### config.mk
export PLATFORM = sky130hd
export DESIGN_NAME = dmem_port_arbiter_flat
export DESIGN_NICKNAME = d
export VERILOG_FILES = /design/src/rtl/dmem_port_arbiter_if.sv /design/src/rtl/dmem_port_arbiter.sv /design/src/flat_wrapper.sv
export SDC_FILE = /design/constraint.sdc
export NUM_CORES = 1
export LEC_CHECK = 0
export CELL_PAD_IN_SITES_DETAIL_PLACEMENT = 2
export CELL_PAD_IN_SITES_GLOBAL_PLACEMENT = 2
export CORE_AREA = 2 2 228 230
export DETAILED_ROUTE_END_ITERATION = 6
export DIE_AREA = 0 0 230 232
export PLACE_DENSITY_LB_ADDON = 0.1
export SYNTH_ARGS = -nofsm -noshare
export SYNTH_HDL_FRONTEND = slang
export SYNTH_SLANG_ARGS = --single-unit
### constraint.sdc
create_clock -name clk -period 2 [get_ports clk]
set_input_delay 0.2 -clock clk [delete_from_list [all_inputs] [get_ports clk]]
set_output_delay 0.2 -clock clk [all_outputs]
set_load 0.005 [all_outputs]
### src/rtl/dmem_port_arbiter_if.sv
// dmem_port_arbiter_if: core, debug and memory-side signals of the
// shared data-memory port, seen from the arbiter (slave) or its environment.
interface dmem_port_arbiter_if #(
   parameter int ADDR_W = 64,
   parameter int DATA_W = 64
);
   logic              core_req;
   logic              core_we;
   logic [ADDR_W-1:0] core_addr;
   logic [DATA_W-1:0] core_wdata;
   logic [DATA_W-1:0] core_rdata;
   logic              core_done;
   logic              core_stall;

   logic              dbg_req;
   logic              dbg_we;
   logic [ADDR_W-1:0] dbg_addr;
   logic [DATA_W-1:0] dbg_wdata;
   logic [DATA_W-1:0] dbg_rdata;
   logic              dbg_done;

   logic              mem_req;
   logic              mem_we;
   logic [ADDR_W-1:0] mem_addr;
   logic [DATA_W-1:0] mem_wdata;
   logic [DATA_W-1:0] mem_rdata;
   logic              mem_ready;

   logic              bus_err;

   modport slave (
      input  core_req, core_we, core_addr, core_wdata,
      output core_rdata, core_done, core_stall,
      input  dbg_req, dbg_we, dbg_addr, dbg_wdata,
      output dbg_rdata, dbg_done,
      output mem_req, mem_we, mem_addr, mem_wdata,
      input  mem_rdata, mem_ready,
      output bus_err
   );

   modport master (
      output core_req, core_we, core_addr, core_wdata,
      input  core_rdata, core_done, core_stall,
      output dbg_req, dbg_we, dbg_addr, dbg_wdata,
      input  dbg_rdata, dbg_done,
      input  mem_req, mem_we, mem_addr, mem_wdata,
      output mem_rdata, mem_ready,
      input  bus_err
   );
endinterface

### src/rtl/dmem_port_arbiter.sv
// dmem_port_arbiter: round-robin core/debug arbiter for one data-memory port.
// Optional BUSY watchdog with sticky bus_err: define DMEM_ARB_TIMEOUT_EN.
module dmem_port_arbiter #(
   parameter int ADDR_W         = 64,
   parameter int DATA_W         = 64,
   parameter int TIMEOUT_CYCLES = 16
) (
   input logic                clk,
   input logic                reset,
   dmem_port_arbiter_if.slave bus
);
   typedef enum logic [1:0] {IDLE, BUSY, DONE} state_e;

   state_e            state_q, state_d;
   logic              last_dbg_q, last_dbg_d;
   logic              gnt_dbg_q, gnt_dbg_d;
   logic              mem_req_q, mem_req_d;
   logic              mem_we_q, mem_we_d;
   logic [ADDR_W-1:0] mem_addr_q, mem_addr_d;
   logic [DATA_W-1:0] mem_wdata_q, mem_wdata_d;
   logic [DATA_W-1:0] core_rdata_q, core_rdata_d;
   logic [DATA_W-1:0] dbg_rdata_q, dbg_rdata_d;
   logic              core_done_q, core_done_d;
   logic              dbg_done_q, dbg_done_d;
   logic              bus_err_q, bus_err_d;
   logic              pick_dbg;
   logic [DATA_W-1:0] rd_val;
   logic              tmo;

   if (TIMEOUT_CYCLES < 1) begin : g_bad_cfg
      $error("TIMEOUT_CYCLES must be at least 1");
   end

`ifdef DMEM_ARB_TIMEOUT_EN
   localparam int CNT_W = $clog2(TIMEOUT_CYCLES + 1);

   logic [CNT_W-1:0] cnt_q, cnt_d;

   // Counter is zero outside BUSY, so it is clear on every BUSY entry.
   always_comb begin
      cnt_d = '0;
      if (state_q == BUSY) cnt_d = cnt_q + 1'b1;
   end

   assign tmo = (state_q == BUSY) &&
                (cnt_q == CNT_W'(TIMEOUT_CYCLES - 1));

   always_ff @(posedge clk or negedge reset) begin
      if (!reset) cnt_q <= '0;
      else        cnt_q <= cnt_d;
   end
`else
   assign tmo = 1'b0;
`endif

   // On a tie the requester opposite the last grant wins.
   assign pick_dbg = (bus.core_req && bus.dbg_req) ? ~last_dbg_q
                                                   : bus.dbg_req;
   assign rd_val   = mem_we_q ? '0 : bus.mem_rdata;

   always_comb begin
      state_d      = state_q;
      last_dbg_d   = last_dbg_q;
      gnt_dbg_d    = gnt_dbg_q;
      mem_req_d    = 1'b0;
      mem_we_d     = mem_we_q;
      mem_addr_d   = mem_addr_q;
      mem_wdata_d  = mem_wdata_q;
      core_rdata_d = core_rdata_q;
      dbg_rdata_d  = dbg_rdata_q;
      core_done_d  = 1'b0;
      dbg_done_d   = 1'b0;
      bus_err_d    = bus_err_q;
      unique case (state_q)
         IDLE: begin
            if (bus.core_req || bus.dbg_req) begin
               state_d     = BUSY;
               gnt_dbg_d   = pick_dbg;
               last_dbg_d  = pick_dbg;
               mem_req_d   = 1'b1;
               mem_we_d    = pick_dbg ? bus.dbg_we : bus.core_we;
               mem_addr_d  = pick_dbg ? bus.dbg_addr : bus.core_addr;
               mem_wdata_d = pick_dbg ? bus.dbg_wdata : bus.core_wdata;
            end
         end
         BUSY: begin
            if (bus.mem_ready || tmo) begin
               state_d     = DONE;
               core_done_d = ~gnt_dbg_q;
               dbg_done_d  = gnt_dbg_q;
               if (gnt_dbg_q) dbg_rdata_d  = bus.mem_ready ? rd_val : '0;
               else           core_rdata_d = bus.mem_ready ? rd_val : '0;
               if (!bus.mem_ready) bus_err_d = 1'b1;
            end
         end
         DONE:    state_d = IDLE;
         default: state_d = IDLE;
      endcase
   end

   always_ff @(posedge clk or negedge reset) begin
      if (!reset) begin
         state_q      <= IDLE;
         last_dbg_q   <= 1'b1;
         gnt_dbg_q    <= 1'b0;
         mem_req_q    <= 1'b0;
         mem_we_q     <= 1'b0;
         mem_addr_q   <= '0;
         mem_wdata_q  <= '0;
         core_rdata_q <= '0;
         dbg_rdata_q  <= '0;
         core_done_q  <= 1'b0;
         dbg_done_q   <= 1'b0;
         bus_err_q    <= 1'b0;
      end else begin
         state_q      <= state_d;
         last_dbg_q   <= last_dbg_d;
         gnt_dbg_q    <= gnt_dbg_d;
         mem_req_q    <= mem_req_d;
         mem_we_q     <= mem_we_d;
         mem_addr_q   <= mem_addr_d;
         mem_wdata_q  <= mem_wdata_d;
         core_rdata_q <= core_rdata_d;
         dbg_rdata_q  <= dbg_rdata_d;
         core_done_q  <= core_done_d;
         dbg_done_q   <= dbg_done_d;
         bus_err_q    <= bus_err_d;
      end
   end

   assign bus.mem_req    = mem_req_q;
   assign bus.mem_we     = mem_we_q;
   assign bus.mem_addr   = mem_addr_q;
   assign bus.mem_wdata  = mem_wdata_q;
   assign bus.core_rdata = core_rdata_q;
   assign bus.dbg_rdata  = dbg_rdata_q;
   assign bus.core_done  = core_done_q;
   assign bus.dbg_done   = dbg_done_q;
   assign bus.core_stall = bus.core_req & ~core_done_q;
   assign bus.bus_err    = bus_err_q;
endmodule

### src/flat_wrapper.sv
// flat-port wrapper written by rule: the top's interface ports become plain ports
module dmem_port_arbiter_flat 
#(
   parameter int ADDR_W         = 64,
   parameter int DATA_W         = 64,
   parameter int TIMEOUT_CYCLES = 16
)
  (clk, reset, bus_core_req, bus_core_we, bus_core_addr, bus_core_wdata, bus_core_rdata, bus_core_done, bus_core_stall, bus_dbg_req, bus_dbg_we, bus_dbg_addr, bus_dbg_wdata, bus_dbg_rdata, bus_dbg_done, bus_mem_req, bus_mem_we, bus_mem_addr, bus_mem_wdata, bus_mem_rdata, bus_mem_ready, bus_bus_err);
  dmem_port_arbiter_if #(.ADDR_W(ADDR_W), .DATA_W(DATA_W)) bus_i ();
  input logic clk;
  input logic reset;
  input wire logic [$bits(bus_i.core_req)-1:0] bus_core_req;
  input wire logic [$bits(bus_i.core_we)-1:0] bus_core_we;
  input wire logic [$bits(bus_i.core_addr)-1:0] bus_core_addr;
  input wire logic [$bits(bus_i.core_wdata)-1:0] bus_core_wdata;
  output wire logic [$bits(bus_i.core_rdata)-1:0] bus_core_rdata;
  output wire logic [$bits(bus_i.core_done)-1:0] bus_core_done;
  output wire logic [$bits(bus_i.core_stall)-1:0] bus_core_stall;
  input wire logic [$bits(bus_i.dbg_req)-1:0] bus_dbg_req;
  input wire logic [$bits(bus_i.dbg_we)-1:0] bus_dbg_we;
  input wire logic [$bits(bus_i.dbg_addr)-1:0] bus_dbg_addr;
  input wire logic [$bits(bus_i.dbg_wdata)-1:0] bus_dbg_wdata;
  output wire logic [$bits(bus_i.dbg_rdata)-1:0] bus_dbg_rdata;
  output wire logic [$bits(bus_i.dbg_done)-1:0] bus_dbg_done;
  output wire logic [$bits(bus_i.mem_req)-1:0] bus_mem_req;
  output wire logic [$bits(bus_i.mem_we)-1:0] bus_mem_we;
  output wire logic [$bits(bus_i.mem_addr)-1:0] bus_mem_addr;
  output wire logic [$bits(bus_i.mem_wdata)-1:0] bus_mem_wdata;
  input wire logic [$bits(bus_i.mem_rdata)-1:0] bus_mem_rdata;
  input wire logic [$bits(bus_i.mem_ready)-1:0] bus_mem_ready;
  output wire logic [$bits(bus_i.bus_err)-1:0] bus_bus_err;
  assign bus_i.core_req = bus_core_req;
  assign bus_i.core_we = bus_core_we;
  assign bus_i.core_addr = bus_core_addr;
  assign bus_i.core_wdata = bus_core_wdata;
  assign bus_core_rdata = bus_i.core_rdata;
  assign bus_core_done = bus_i.core_done;
  assign bus_core_stall = bus_i.core_stall;
  assign bus_i.dbg_req = bus_dbg_req;
  assign bus_i.dbg_we = bus_dbg_we;
  assign bus_i.dbg_addr = bus_dbg_addr;
  assign bus_i.dbg_wdata = bus_dbg_wdata;
  assign bus_dbg_rdata = bus_i.dbg_rdata;
  assign bus_dbg_done = bus_i.dbg_done;
  assign bus_mem_req = bus_i.mem_req;
  assign bus_mem_we = bus_i.mem_we;
  assign bus_mem_addr = bus_i.mem_addr;
  assign bus_mem_wdata = bus_i.mem_wdata;
  assign bus_i.mem_rdata = bus_mem_rdata;
  assign bus_i.mem_ready = bus_mem_ready;
  assign bus_bus_err = bus_i.bus_err;
  dmem_port_arbiter #(.ADDR_W(ADDR_W), .DATA_W(DATA_W), .TIMEOUT_CYCLES(TIMEOUT_CYCLES)) u_core (.clk(clk), .reset(reset), .bus(bus_i));
endmodule
## Yosys cells after proc, flatten, opt, wreduce, memory -nomap -nowiden

Cells that the tools add are included.

- Eq/ne operators: 3
- Mux-type cells: 14
- Bitwise logic cells: 4
- Reduce and logical (&&, ||, !) cells: 7

Operators with widths:

| kind | count |
|---|---|
| $mux 64 | 3 |
| $mux 1 | 8 |
| $reduce_and 3->1 | 2 |
| $mux 2 | 2 |
| $pmux 2 s2 | 1 |
| $reduce_and 2->1 | 2 |
| $not 1->1 | 3 |
| $eq 2x1->1 const B | 1 |
| $logic_not 2->1 | 1 |
| $ne 2x1->1 const B | 1 |
| $ne 2x2->1 const B | 1 |
| $and 1x1->1 | 1 |
| $logic_and 1x1->1 | 1 |
| $logic_or 1x1->1 | 1 |

- Flip-flop bits (word level): 264
- Output and inout bits: 262
- Logic and storage cells: 39

## Depth between registers and ports, before layout

- Depth after elaboration: 3
- Gate-level depth with buffers: 6

## Worst setup path after synthesis

No wires, ideal clock.

- Path kind: register -> register
- Start: register u_core.last_dbg_q
- End: register u_core.mem_addr_q[48], in the netlist u_core.bus.mem_addr[48]
- Arrival time: 1.503 ns
- Path slack: 0.372 ns
- Stages on the path, launching flop included: 6
- Period minus slack after synthesis: 1.628 ns
- Cells stage by stage: dfstp_2 a21bo_4 buf_12 buf_8 mux2_4 mux2_4

- Word-level cells in the longest chain between the ends: 3

RTL lines:

| what | line | RTL |
|---|---|---|
| start, declared | dmem_port_arbiter.sv:15 | `logic last_dbg_q, last_dbg_d;` |
| start signal, assigned | dmem_port_arbiter.sv:117 | `last_dbg_q <= last_dbg_d;` |
| $not 1->1 | dmem_port_arbiter.sv:57 | `assign pick_dbg = (bus.core_req && bus.dbg_req) ? ~last_dbg_q` |
| $mux 1 | dmem_port_arbiter.sv:57 |  |
| $mux 64 | dmem_port_arbiter.sv:82 | `mem_addr_d = pick_dbg ? bus.dbg_addr : bus.core_addr;` |
| end signal, assigned | dmem_port_arbiter.sv:121 | `mem_addr_q <= mem_addr_d;` |
| end, declared | dmem_port_arbiter.sv:19 | `logic [ADDR_W-1:0] mem_addr_q, mem_addr_d;` |

Every way passes these cells.
A chain may end at the register's enable or synchronous reset.

## Final worst setup path

- Start: register u_core.last_dbg_q
- End: register u_core.mem_wdata_q[42], in the netlist u_core.bus.mem_wdata[42]

- Word-level cells in the longest chain between the ends: 3

RTL lines:

| what | line | RTL |
|---|---|---|
| $not 1->1 | dmem_port_arbiter.sv:57 |  |
| $mux 1 | dmem_port_arbiter.sv:57 |  |
| $mux 64 | dmem_port_arbiter.sv:83 | `mem_wdata_d = pick_dbg ? bus.dbg_wdata : bus.core_wdata;` |
| end signal, assigned | dmem_port_arbiter.sv:122 | `mem_wdata_q <= mem_wdata_d;` |
| end, declared | dmem_port_arbiter.sv:20 | `logic [DATA_W-1:0] mem_wdata_q, mem_wdata_d;` |

Every way passes these cells.

==> flow_metrics.tcl <==
set metrics [dict create \
    ant_nets 0 \
    ff_latch_area_um2 6610 \
    vias_per_cell 4.30 \
    final_cell_mix "clkdlybuf4s50_1 (586), dfrtp_1 (262), mux2_4 (210)" \
    grt_pass1_wl_um 77200 \
    synth_area_um2 12400 \
    setup_tns_ns 0 \
    cts_buffers 36 \
    rows 83 \
    ys_seq_elements 264 \
    track_usage 0.196 \
    slew_viol_final 0 \
    grt.busiest_layer "met2" \
    period_minus_slack_ns 1.82 \
    io_buffers 587 \
    cts_buffer_depth 3 \
    die_height_um 232 \
    fin_nets 1862 \
    skew_ns 0.0179 \
    syn_nets 1248 \
    pre_cts_ws_ns -0.0120 \
    vias 9690 \
    final_common_cell "clkdlybuf4s50_1" \
    grt_use_met2 0.349 \
    drt-total-wl_um 52800 \
    critPathMaxFanout 15 \
    grt_pass1_vias 11100 \
    r2r_setup_slack_ns 0.18 \
    dpl_cell_area_um2 19400 \
    antenna_found_initial 17 \
    postCtsSetupBuffers 0 \
    max_freq_ghz 0.551 \
    fin_crit_sh 0.908 \
    firstDrtPassIters 5 \
    netlist_instances 921 \
    die_area_um2 53400 \
    setup-violations-final 0 \
    hold_viol 0 \
    area_growth_pct 66.3 \
    crit_arrival_ns 2.23 \
    num_io_pins 589 \
    met1_usage 0.207 \
    grt_max_degree 64 \
    gr-usage-met3 0.0756 \
    initial_utilization 0.243 \
    crit_required_ns 2.41 \
    startpoint "u_core.last_dbg_q" \
    hold_class "primary input to asynchronous set/reset pin" \
    fin_area_um2 20600 \
    fin_hold_ws_ns 0.109 \
    drc 0 \
    rr_startpoint "u_core.last_dbg_q" \
    cap_violations 0 \
    r2r-end "u_core.bus.mem_wdata[42]" \
    setup_ws_ns 0.184 \
    synth-seq-area-share 0.534 \
    setup.worst_path.start_class "flip-flop" \
    critPathCaptureType "flip-flop" \
    grt-ovfl-total 0 \
    core_area_um2 50900 \
    rsz0062_at_grt "no" \
    drt-initial-drc-count 317 \
    wl_per_cell_um 23.4 \
    powerDensity_nw_per_um2 1430 \
    p_leak_nw 8.97 \
    dp_hpwl_um 41100 \
    dieWidth_um 230 \
    nFillCells 5230 \
    synth.distinct_cells 26 \
    r2r_cells 5 \
    status "completed" \
    multi_input_area_um2 5350 \
    path_class "flip-flop to flip-flop" \
    drive_gt1_frac 0.237 \
    clk_latency_ns 0.52 \
    avgSynthCellArea_um2 13.4 \
    cts-root-buf "clkbuf_16" \
    cts.sink_count 264 \
    htree_levels 2 \
    peakVddDrop_uv 776 \
    globalplace.congestion 0.829 \
    yosysWarningCount 0 \
    cts.reportedPaths.clkPinSlew_ns 0.06 \
    cts_tree "yes" \
]
state kept, by name, summed over array words and instances (netlist names):
name,cells
u_core.bus.dbg_rdata,64
u_core.bus.dbg_done,1
u_core.bus.core_rdata,64
u_core.bus.mem_addr,64
u_core.gnt_dbg_q,1
u_core.bus.mem_we,1
u_core.bus.mem_req,1
u_core.bus.mem_wdata,64
u_core.bus.core_done,1
u_core.state_q,2
u_core.last_dbg_q,1
worst max path at each step:
stage	end	slack, ns	cells after the start
3_5_place_dp	u_core.bus.mem_wdata[57]	-0.01	6
6_report	u_core.bus.mem_wdata[42]	0.18	5
5_1_grt	bus_core_stall	0.11	2
3_3_place_gp	u_core.bus.mem_wdata[57]	0.02	6
2_1_floorplan	u_core.bus.mem_addr[48]	0.37	5
4_1_cts	bus_core_stall	0.14	2
cells by family after synthesis:
kind of cell,Yosys count,synth area share
muxes,260,0.300
AOI/OAI and AO/OA,130,0.0537
and+or+nand+nor,200,0.0762
buffers and inverters,66,0.0355
other,1,0.000303
DFF,264,0.534
final cells by class:
| cell class | count | area share |
|---|---|---|
| antenna | 13 | 0.00158 |
| timing repair buffer | 640 | 0.322 |
| inverter | 2 | 0.000365 |
| clock inverter | 5 | 0.00152 |
| multi-input combinational | 591 | 0.260 |
| clock buffer | 57 | 0.0525 |
| sequential | 264 | 0.321 |
| tap | 680 | 0.0413 |
through the flow:
stage | power, mW | util | std cells
2_1_floorplan | 15.1 | - | 921
3_3_place_gp | 23.3 | 0.382 | 2176
3_5_place_dp | 23.6 | 0.382 | 2176
4_1_cts | 30.1 | 0.404 | 2239
5_1_grt | 31.4 | 0.404 | 2250
6_report | 29.5 | 0.404 | 2252
cells in the mapped netlist (all sizes together):
library cell | number | area share
nand4bb | 1 | 0.00091
and3b | 1 | 0.00071
dfstp | 1 | 0.0021
nand2b | 64 | 0.032
nand4b | 1 | 0.00071
a21boi | 1 | 0.00061
nor2 | 1 | 0.00030
nor3 | 1 | 0.00081
buf | 37 | 0.027
a21bo | 1 | 0.0013
o21ai | 128 | 0.052
conb | 1 | 0.00030
nor3b | 1 | 0.00061
clkbuf | 27 | 0.0082
dfrtp | 263 | 0.53
nor2b | 1 | 0.00051
mux2 | 260 | 0.30
or2 | 1 | 0.00051
nand2 | 128 | 0.039
inv | 2 | 0.00061
metal layers:
metal  wire, um  share of wire  vias to the layer above
met3       4530          0.086                       85
met2      27600           0.52                      330
met5         57         0.0011                        -
met4       1810          0.034                        8
li1           -              -                     4400
met1      18800           0.36                     4867
what timing repair did:
item / in CTS / in global routing
hold endpoints to repair: 222 / 0
endpoints found under the setup margin: 0 / 0
resized for setup: 0 / 0
hold buffers: 1 / 0
report_power, final:
part / internal [mW] / total (mW) / switching (mW)
Clock: 3.69 / 6.17 / 2.48
Sequential: 7.87 / 9.37 / 1.50
Combinational: 8.80 / 13.9 / 5.13
Total: 20.4 / 29.5 / 9.11
worst max-delay path: stages (launching register included):
cell and delay [ns]:
dfstp_2 0.56, a21bo_4 0.17, buf_12 0.18, buf_12 0.19, mux2_4 0.32, mux2_4 0.26
Note: power is estimated with default switching activity, not from simulation.
